File: config.mk
export PLATFORM = sky130hd
export DESIGN_NAME = reg_file_initiator
export DESIGN_NICKNAME = d
export VERILOG_FILES = /design/src/rtl/reg_file_initiator.sv
export SDC_FILE = /design/constraint.sdc
export NUM_CORES = 1
export LEC_CHECK = 0
export CAP_MARGIN = 10
export CORE_MARGIN = 1
export CORE_UTILIZATION = 45
export DETAILED_ROUTE_END_ITERATION = 6
export PLACE_DENSITY = 0.73
export SYNTH_ARGS = -nofsm -noshare
export SYNTH_HDL_FRONTEND = slang
export SYNTH_SLANG_ARGS = --single-unit
File: constraint.sdc
create_clock -name clk -period 5.95 [get_ports clk]
set_input_delay 1.785 -clock clk [delete_from_list [all_inputs] [get_ports clk]]
set_output_delay 1.785 -clock clk [all_outputs]
set_load 0.02 [all_outputs]
File: src/rtl/reg_file_initiator.sv
// reg_file_initiator: single-command ALU initiator for the 32x8 register file.
// Accepts one command (ADD/SUB/AND/LDI), reads both operands, computes an 8-bit result and writes it back.
// Latency from accept to done: ALU ops 6 cycles, LDI 3 cycles (4 for ALU ops hitting the last-write bypass).
// Backpressure: cmd_ready is high only while idle; a register file stall longer than TIMEOUT cycles aborts the command.
// Optional feature macro: LAST_WRITE_BYPASS_EN (reuse the last written value instead of reading it back).
// Ports: clk/rst_n (async active-low); cmd_valid/cmd_ready/cmd_op/cmd_rs/cmd_rt/cmd_rd/cmd_imm command side;
//        read1/read2/write/write_data/input_valid and out1/out2/output_valid register-file side;
//        done/result/error completion status.
module reg_file_initiator #(
  parameter int TIMEOUT = 8,
  parameter int CNT_W   = 4
) (
  input  logic       clk,
  input  logic       rst_n,
  input  logic       cmd_valid,
  output logic       cmd_ready,
  input  logic [1:0] cmd_op,
  input  logic [4:0] cmd_rs,
  input  logic [4:0] cmd_rt,
  input  logic [4:0] cmd_rd,
  input  logic [7:0] cmd_imm,
  output logic [4:0] read1,
  output logic [4:0] read2,
  output logic [4:0] write,
  output logic [7:0] write_data,
  output logic [2:0] input_valid,
  input  logic [7:0] out1,
  input  logic [7:0] out2,
  input  logic       output_valid,
  output logic       done,
  output logic [7:0] result,
  output logic       error
);

  localparam logic [1:0] OP_ADD = 2'b00;
  localparam logic [1:0] OP_SUB = 2'b01;
  localparam logic [1:0] OP_LDI = 2'b11;
  // Last wait cycle: the edge that would bring the counter to TIMEOUT aborts instead.
  localparam logic [CNT_W-1:0] TO_LAST = CNT_W'(TIMEOUT - 1);

  typedef enum logic [2:0] {
    IDLE, RD_ISSUE, RD_WAIT, EXEC, WR_ISSUE, WR_WAIT, DONE
  } state_t;

  state_t           state, state_nx;
  logic [1:0]       op_q, op_nx;
  logic [4:0]       rd_q, rd_nx;
  logic [7:0]       a_q, a_nx, b_q, b_nx;
  logic [CNT_W-1:0] cnt, cnt_nx;
  logic [4:0]       read1_nx, read2_nx, write_nx;
  logic [7:0]       wd_nx, result_nx, alu;
  logic [2:0]       iv_nx;
  logic             done_nx, error_nx;
  logic             bypass_hit;
  logic [7:0]       bypass_data;

  assign cmd_ready = (state == IDLE);

`ifdef LAST_WRITE_BYPASS_EN
  logic       lw_valid;
  logic [4:0] lw_addr;
  logic [7:0] lw_data;

  // Both sources must name the last written register; partial matches read normally.
  assign bypass_hit  = lw_valid && (cmd_rs == lw_addr) && (cmd_rt == lw_addr);
  assign bypass_data = lw_data;

  always_ff @(posedge clk or negedge rst_n) begin
    if (!rst_n) begin
      lw_valid <= 1'b0;
      lw_addr  <= 5'd0;
      lw_data  <= 8'd0;
    end else if (error_nx) begin
      lw_valid <= 1'b0;
    end else if (state == WR_WAIT && output_valid) begin
      lw_valid <= 1'b1;
      lw_addr  <= write;
      lw_data  <= write_data;
    end
  end
`else
  assign bypass_hit  = 1'b0;
  assign bypass_data = 8'd0;
`endif

  always_comb begin
    case (op_q)
      OP_ADD:  alu = a_q + b_q;
      OP_SUB:  alu = a_q - b_q;
      default: alu = a_q & b_q;  // AND; LDI never passes through EXEC
    endcase
  end

  always_ff @(posedge clk or negedge rst_n) begin
    if (!rst_n) begin
      state       <= IDLE;
      op_q        <= 2'd0;
      rd_q        <= 5'd0;
      a_q         <= 8'd0;
      b_q         <= 8'd0;
      cnt         <= '0;
      read1       <= 5'd0;
      read2       <= 5'd0;
      write       <= 5'd0;
      write_data  <= 8'd0;
      input_valid <= 3'b000;
      result      <= 8'd0;
      done        <= 1'b0;
      error       <= 1'b0;
    end else begin
      state       <= state_nx;
      op_q        <= op_nx;
      rd_q        <= rd_nx;
      a_q         <= a_nx;
      b_q         <= b_nx;
      cnt         <= cnt_nx;
      read1       <= read1_nx;
      read2       <= read2_nx;
      write       <= write_nx;
      write_data  <= wd_nx;
      input_valid <= iv_nx;
      result      <= result_nx;
      done        <= done_nx;
      error       <= error_nx;
    end
  end

  // Register-file outputs are computed for the state being entered, so they
  // are already stable on the first cycle of every ISSUE/WAIT state.
  always_comb begin
    state_nx  = state;
    op_nx     = op_q;
    rd_nx     = rd_q;
    a_nx      = a_q;
    b_nx      = b_q;
    cnt_nx    = cnt;
    read1_nx  = read1;
    read2_nx  = read2;
    write_nx  = write;
    wd_nx     = write_data;
    iv_nx     = input_valid;
    result_nx = result;
    done_nx   = 1'b0;
    error_nx  = 1'b0;
    case (state)
      IDLE: begin
        if (cmd_valid) begin
          op_nx = cmd_op;
          rd_nx = cmd_rd;
          if (cmd_op == OP_LDI) begin
            write_nx = cmd_rd;
            wd_nx    = cmd_imm;
            iv_nx    = 3'b001;
            state_nx = WR_ISSUE;
          end else if (bypass_hit) begin
            a_nx     = bypass_data;
            b_nx     = bypass_data;
            state_nx = EXEC;
          end else begin
            read1_nx = cmd_rs;
            read2_nx = cmd_rt;
            iv_nx    = 3'b110;
            state_nx = RD_ISSUE;
          end
        end
      end
      RD_ISSUE: begin
        cnt_nx   = '0;
        state_nx = RD_WAIT;
      end
      RD_WAIT: begin
        if (output_valid) begin
          a_nx     = out1;
          b_nx     = out2;
          iv_nx    = 3'b000;
          state_nx = EXEC;
        end else if (cnt == TO_LAST) begin
          iv_nx    = 3'b000;
          done_nx  = 1'b1;
          error_nx = 1'b1;
          state_nx = DONE;
        end else begin
          cnt_nx = cnt + CNT_W'(1);
        end
      end
      EXEC: begin
        write_nx = rd_q;
        wd_nx    = alu;
        iv_nx    = 3'b001;
        state_nx = WR_ISSUE;
      end
      WR_ISSUE: begin
        cnt_nx   = '0;
        state_nx = WR_WAIT;
      end
      WR_WAIT: begin
        if (output_valid) begin
          iv_nx     = 3'b000;
          done_nx   = 1'b1;
          result_nx = write_data;
          state_nx  = DONE;
        end else if (cnt == TO_LAST) begin
          // Aborted write: result keeps the previous command's value.
          iv_nx    = 3'b000;
          done_nx  = 1'b1;
          error_nx = 1'b1;
          state_nx = DONE;
        end else begin
          cnt_nx = cnt + CNT_W'(1);
        end
      end
      DONE: begin
        state_nx = IDLE;
      end
      default: begin
        state_nx = IDLE;
      end
    endcase
  end

endmodule

==> metrics, run 1 <==
Total Wirelength=7.199 mm; Antenna Cells=0; leakage=1.850 nW; Post-CTS Hold Buffers=0; worst min path class=reg2reg; Initial Util=0.4697; Post-Synth XOR/XNOR Area=0.03561; die width=89.48 um; Num CTS Buffers=9; TritonRoute pass-1 iters=4; Synth Area in Simple Gates=0.1203; DR vias/cell=5.182; Compound-Gate Fraction of Synth Area=0.1544; CTS tree=done; Post-synth EDFFs=0; relative slew slack=0.4565; sequential-to-total area share from yosys stat=0.4724; worst r2r path cells=9; top-count cell post-synth=dfrtp_1; Post-CTS Setup Repair Bufs=0; clk sinks=65; die height=89.48 um; largest family of logic cells by synthesized area=compound AO/OA/AOI/OAI gates; Final nets=453; Syn Nets=378; cts repair resizes=0; Post-Syn Instances=322; CP arrival=1920 ps; Unique masters post-synth=51; layer with the highest usage=met2; Design Area, Final=0.004474 mm^2; Worst Tran Pin Value=815.2 ps; Post-synth ARST share=1.000; R2R Setup Slk=2910 ps; FMAX=270.0 MHz; vias=2,596; Adder-Cell Fraction of Synth Area=0.04215; status=finished, final reports clean; CTS max path bufs=2; Antenna Nets Post-Route=0; WS Path Type=reg2out; Die Area=0.008006 mm^2; Final Max Slew Viols=0; vias in the first global route=2,474; Yosys top cell area share=0.4724; Power Density=601.3 mW/mm^2; grt ovf=0; crit path launch type=register; residual DRC count=0; r2r endpoint=write_data[6]; largest area contributor in the netlist=dfrtp_1; Final HPWL DP=5.220 mm; Tmin final=3704 ps; gpl congestion=0.8636; mux contribution to synthesized area=0.1272; Setup crit end kind=primary output; final core occ=0.6103; CTS H-tree depth=3; Post-Syn Area=0.003443 mm^2; Fin Clk Skew=7.794 ps; GR Layer Usage met1=0.2747; Clock transition at path regs=80 ps; I/O pin cnt=82; met3 global-route usage=0.03601; initial antenna violation count=0; met2 Usage GRT=0.3095; final hold vios=0; wire per inst=14.37 um; CP max FO=26; top cells by area, synth=dfrtp_1, mux2_2, ha_1; initial drt markers=132; Synth Register Bits=65; clock insertion delay at the later pin of the skew report=340 ps; Setup TNS=0 ps; RSZ-0062 raised after global routing=false; Max VDD drop=0.2692 mV; syn_area_per_cell=10.69 um^2; port bufs=81; WP data required=4160 ps; proportion of layout cells with a drive suffix above 1=0.1741; Syn. warnings=0; Reg-to-Reg Start=op_q[1]; total power=2.690 mW; CTS Root Buffer Type=clkbuf_8; Tcrit/Tclk final=0.6226; core footprint=0.007331 mm^2; worst hold path cell count=2; Rows=31; # setup viols final=0; ys flop type=dfrtp_1; first-pass GRT wire length=11.84 mm; Tot GR Track Use=0.2012; largest net degree at the start of global routing=66; Post-DP Area=0.004268 mm^2; Layout Area Growth over Synthesis=29.94%; MaxCap Viol Count=0; Synth top cells by count=dfrtp_1, mux2_2, nand2_1; Worst Hold Endpoint=result[4]; Hold Crit Start=result[4]
[final cells by class]
type                    count  area [um^2]
multi-input cells         225         1652
inverters                  14        52.55
clock buffers              12        155.1
fillers                   607         2856
clock inverters             4        51.30
flip-flops and latches     65         1627
repair buffers             82        813.3
well taps                  99        123.9
[flip-flops by register name, summed over array words and instances (netlist names), 2 cells and up]
name and cells:
a_q 8, b_q 8, cnt 4, input_valid 2, op_q 2, rd_q 5
read1 5, read2 5, result 8, state 3, write 5, write_data 8
[cell usage in the layout (no fill, tap or decap), drive strengths merged, types with 6 or more instances in the layout]
cell	instances
xnor2	9
clkbuf	12
nor2	21
a31oi	14
o21ai	26
o22ai	6
clkdlybuf4s50	80
nand2b	6
a21oi	14
ha	10
nor3	6
mux2	38
inv	14
nand2	29
dfrtp	65
[worst max-delay path by stage]
stage / startpoint / cells after the start / end
after floorplan: cmd_op[0] / 4 / write_data[0]
after global placement: cmd_op[1] / 5 / write_data[1]
after detailed placement: cmd_op[0] / 5 / write_data[0]
after CTS: state[1] / 2 / cmd_ready
after global routing: state[1] / 2 / cmd_ready
final: state[1] / 2 / cmd_ready
[report_power, final]
part           switching, mW  internal, mW
registers              0.214         0.652
logic                  0.706         0.730
clock network          0.171         0.217
[critical path, stage by stage, from the launching register on]
cell and delay (ps):
dfrtp_1 650, nor3_2 290, clkdlybuf4s50_1 630
[stage by stage]
step	hold slack [ps]	setup slack [ps]	instances
after global placement	464.7	2051	485
after floorplan	472.6	3020	322
after CTS	496.1	2219	501
after global routing	526.8	2143	501
after detailed placement	479.2	2009	485
final	488.5	2246	501
[cell families (layout without fill, tap and decap cells)]
family,after synthesis,after routing
AND/OR/NAND/NOR,82,82
flip-flops,65,65
adder cells (fa/ha/maj),11,11
XOR/XNOR,14,14
AO/OA/AOI/OAI,79,79
buffers and inverters,32,112
multiplexers,39,39
[metal layers]
metal,part of all wire,wire [um]
met1,0.47,3350
met2,0.47,3400
met3,0.043,310
met4,0.019,138
met5,0,0
Note: power is estimated with default switching activity, not from simulation.
==> inputs of run 2 (changes only) <==
==> constraint.sdc (replaced) <==
create_clock -name clk -period 3.6 [get_ports clk]
set_input_delay 1.08 -clock clk [delete_from_list [all_inputs] [get_ports clk]]
set_output_delay 1.08 -clock clk [all_outputs]
set_load 0.02 [all_outputs]
==> metrics, run 2 (synthesized netlist as in run 1, its figures left out) <==
first-pass GRT wire length=11.32 mm; Tcrit/Tclk final=0.8323; # fillers=596; WS Path Type=reg2out; final hold slack=489.2 ps; CTS H-tree depth=3; largest net degree at the start of global routing=66; Final nets=454; met3 global-route usage=0.04524; Post-CTS Setup Repair Bufs=0; Power Density=1013 mW/mm^2; relative slew slack=0.4486; Reg power frac=0.313; commonest non-fill, non-tap cells in the layout=clkdlybuf4s50_1, dfrtp_1, mux2_2, nand2_1, o21ai_0; I/O pin cnt=82; Die Area=0.008006 mm^2; Worst Tran Pin Value=827.1 ps; Post-Place Cells=486; crit-path cells=nor3_2 -> clkdlybuf4s50_1; Crit path largest cell delay=660 ps; Post-CTS Hold Buffers=0; Antenna Cells=0; Final Max Slew Viols=0; Tot GR Track Use=0.1922; vias in the first global route=2,399; Design Area, Final=0.004528 mm^2; Setup TNS=0 ps; Sw Ratio=0.3960; Layout Area Growth over Synthesis=31.50%; clock insertion delay at the later pin of the skew report=340 ps; clock share of power=0.168; final hold vios=0; Antenna Nets Post-Route=0; Clock transition at path regs=70 ps; die height=89.48 um; Finished Layout Cells=502; die width=89.48 um; Num CTS Buffers=9; clk sinks=65; initial antenna violation count=0; proportion of layout cells with a drive suffix above 1=0.1787; core footprint=0.007331 mm^2; crit path launch type=register; Largest delay share family, worst path=flip-flops; wire per inst=14.17 um; Rows=31; vias=2,631; met2 Usage GRT=0.3012; FMAX=333.7 MHz; gpl congestion=0.8290; P_sw=1.816 mW; Setup crit end kind=primary output; WP data required=2520 ps; Post-DP Area=0.004275 mm^2; setup ws final=603.7 ps; CTS Root Buffer Type=clkbuf_8; Comb power frac=0.520; grt ovf=0; Final HPWL DP=5.182 mm; worst path bufs/invs=1; Total Wirelength=7.115 mm; Fin Clk Skew=5.374 ps; DR vias/cell=5.241; leakage=1.875 nW; CP max FO=26; Place WS=601.0 ps; port bufs=81; slowest CP cell=dfrtp_1; # setup viols final=0; Tmin final=2996 ps; status=finished, final reports clean; CTS max path bufs=2; RSZ-0062 raised after global routing=false; residual DRC count=0; cts repair resizes=0; CTS tree=done; Initial Util=0.4697; initial drt markers=155; GR Layer Usage met1=0.2553; Max VDD drop=0.4776 mV; TritonRoute pass-1 iters=4; MaxCap Viol Count=0; commonest non-fill, non-tap cell in the layout=clkdlybuf4s50_1; CP arrival=1920 ps; worst min path class=reg2reg; P_int=2.770 mW; layer with the highest usage=met2
==> run 2: cell types whose count changed in the layout (fill, tap and decap cells not counted) <==
cell,change
clkbuf_1,-1
clkinv_2,-1
clkbuf_8,-1
buf_4,+1
clkinv_4,+1
bufinv_16,+2
==> run 2: worst register-to-register path, delay by kind of cell, from the launching register on <==
kind            cells  cell delay, ps
xor+xnor            1             170
mux                 1             210
flops               1             570
compound gates      5             870
fa+ha+maj           1             470
simple gates        1             450
==> run 2: path summary, 6_finish.rpt <==
kind,start,to,slack [ps],cells after the start
max in group asynchronous,rst_n,a_q[1],2140,2
min reg2reg,result[5],result[5],490,2
max reg2reg,op_q[1],write_data[6],740,9
max,state[1],cmd_ready,600,2
min,result[5],result[5],490,2
min in group asynchronous,rst_n,cnt[0],900,2
==> run 2: metal layers <==
metal / wire, um / vias to the layer above
met4: 95 / 0
li1: - / 1286
met5: 0 / -
met2: 3396 / 66
met1: 3273 / 1269
met3: 349 / 10
==> run 2: power by group through the flow <==
stage	Sequential (mW)	Clock [mW]	Combinational, mW
3_5_place_dp	1.45	0	2.38
4_1_cts	1.44	0.785	2.39
5_1_grt	1.50	0.823	2.61
3_3_place_gp	1.44	0	2.34
6_report	1.43	0.769	2.38
2_1_floorplan	1.52	0	1.58
==> run 2: cell type report <==
cell class | instances | area [um^2] | area share
multi-input combinational | 225 | 1652 | 0.3647
clock buffer | 10 | 137.6 | 0.03040
timing repair buffer | 83 | 820.8 | 0.1813
tap | 99 | 123.9 | 0.02736
inverter | 14 | 52.55 | 0.01161
clock inverter | 6 | 115.1 | 0.02542
sequential | 65 | 1627 | 0.3592
==> run 2: stage by stage <==
| stage | utilization | total power [mW] |
|---|---|---|
| after floorplan | - | 3.099 |
| after global placement | 0.5832 | 3.772 |
| after detailed placement | 0.5832 | 3.831 |
| after CTS | 0.6177 | 4.617 |
| after global routing | 0.6177 | 4.930 |
| final | 0.6177 | 4.586 |
==> inputs of run 3 (changes only) <==
==> constraint.sdc (replaced) <==
create_clock -name clk -period 3.1 [get_ports clk]
set_input_delay 0.93 -clock clk [delete_from_list [all_inputs] [get_ports clk]]
set_output_delay 0.93 -clock clk [all_outputs]
set_load 0.02 [all_outputs]
==> metrics, run 3 (synthesized netlist as in run 1, its figures left out) <==
initial drt markers=151; Clock transition at path regs=70 ps; Place WS=293.9 ps; Design Area, Final=0.004527 mm^2; CP max FO=7; Final nets=460; Antenna Cells=0; grt ovf=0; Post-CTS Setup Repair Bufs=0; Initial Util=0.4697; Antenna Nets Post-Route=0; Max VDD drop=0.5160 mV; FMAX=365.9 MHz; final hold vios=0; clock insertion delay at the later pin of the skew report=340 ps; core footprint=0.007331 mm^2; Tmin final=2733 ps; first-pass GRT wire length=12.08 mm; CP arrival=2990 ps; Setup TNS=0 ps; Setup crit end kind=register; residual DRC count=0; # setup viols final=0; Total Wirelength=7.249 mm; Post-CTS Hold Buffers=0; port bufs=81; Worst Tran Pin Value=711.8 ps; CTS H-tree depth=3; Layout Area Growth over Synthesis=31.47%; relative slew slack=0.5255; wire per inst=14.27 um; Tcrit/Tclk final=0.8815; CTS max path bufs=2; DR vias/cell=5.211; Rows=31; WS Path Type=reg2reg; CTS tree=done; RSZ-0062 raised after global routing=false; largest net degree at the start of global routing=32; CTS Root Buffer Type=clkbuf_8; Num CTS Buffers=9; proportion of layout cells with a drive suffix above 1=0.1883; die width=89.48 um; WP data required=3360 ps; Tot GR Track Use=0.2036; cts repair resizes=0; leakage=1.885 nW; clk sinks=65; commonest non-fill, non-tap cell in the layout=clkdlybuf4s50_1; commonest non-fill, non-tap cells in the layout=clkdlybuf4s50_1, dfrtp_1, mux2_2, nand2_1, o21ai_0; status=finished, final reports clean; TritonRoute pass-1 iters=4; Finished Layout Cells=508; initial antenna violation count=0; crit path launch type=register; I/O pin cnt=82; vias in the first global route=2,592; setup ws final=367.3 ps; gpl congestion=0.8724; Die Area=0.008006 mm^2; MaxCap Viol Count=0; Final HPWL DP=5.439 mm; Final Max Slew Viols=0; total power=5.214 mW; # fillers=607; Post-Place Cells=492; vias=2,647; Fin Clk Skew=10.29 ps; Power Density=1152 mW/mm^2; die height=89.48 um; Post-DP Area=0.004320 mm^2; worst min path class=reg2reg
==> run 3: changes by cell type in the layout (fill, tap and decap cells not counted) <==
cell | previous run | this run
bufinv_16 | 3 | 1
clkbuf_8 | 10 | 11
clkbuf_1 | 0 | 1
buf_4 | 2 | 8
clkinv_4 | 2 | 1
clkinv_2 | 0 | 1
==> run 3: layout make-up <==
| class | count | area [um^2] | area share |
|---|---|---|---|
| inverters | 14 | 52.55 | 0.01161 |
| flip-flops and latches | 65 | 1627 | 0.3593 |
| well taps | 99 | 123.9 | 0.02736 |
| clock inverters | 4 | 51.30 | 0.01133 |
| repair buffers | 89 | 865.8 | 0.1913 |
| multi-input cells | 225 | 1652 | 0.3648 |
| clock buffers | 12 | 155.1 | 0.03427 |
==> run 3: layer usage <==
metal	GRT usage	vias up	routed length (um)
met3	0.05355	10	347
met2	0.3317	75	3486
met1	0.2597	1268	3286
li1	-	1294	-
met5	0	-	0
met4	0.07937	0	129
==> run 3: final timing paths <==
check / start / endpoint / slack (ps) / depth (start not counted)
worst min-delay path: result[5] / result[5] / 480 / 2
worst max register to register: op_q[1] / write_data[6] / 370 / 9
max in group asynchronous: rst_n / a_q[2] / 1750 / 2
worst max-delay path: op_q[1] / write_data[6] / 370 / 9
min in group asynchronous: rst_n / cnt[3] / 640 / 1
worst min register to register: result[5] / result[5] / 480 / 2
==> run 3: where the power goes <==
part	switching (mW)	total, mW	internal [mW]	leakage, nW
logic	1.48	2.92	1.44	0.998
clock network	0.323	0.739	0.416	0.103
registers	0.297	1.55	1.25	0.785
==> run 3: through the flow <==
step | utilization | hold slack [ps]
2_1_floorplan | - | 472.6
3_3_place_gp | 0.5894 | 462.4
3_5_place_dp | 0.5894 | 475.1
4_1_cts | 0.6175 | 490.9
5_1_grt | 0.6175 | 516.8
6_report | 0.6175 | 481.1
==> run 3: worst max-delay path: stages (launching register included) <==
cell	delay (ps)
dfrtp_1	390
nor2b_1	490
mux2i_1	230
fa_1	470
a21o_1	200
a221oi_1	320
xor2_1	100
o21ai_0	240
o211ai_1	130
o21ai_0	80
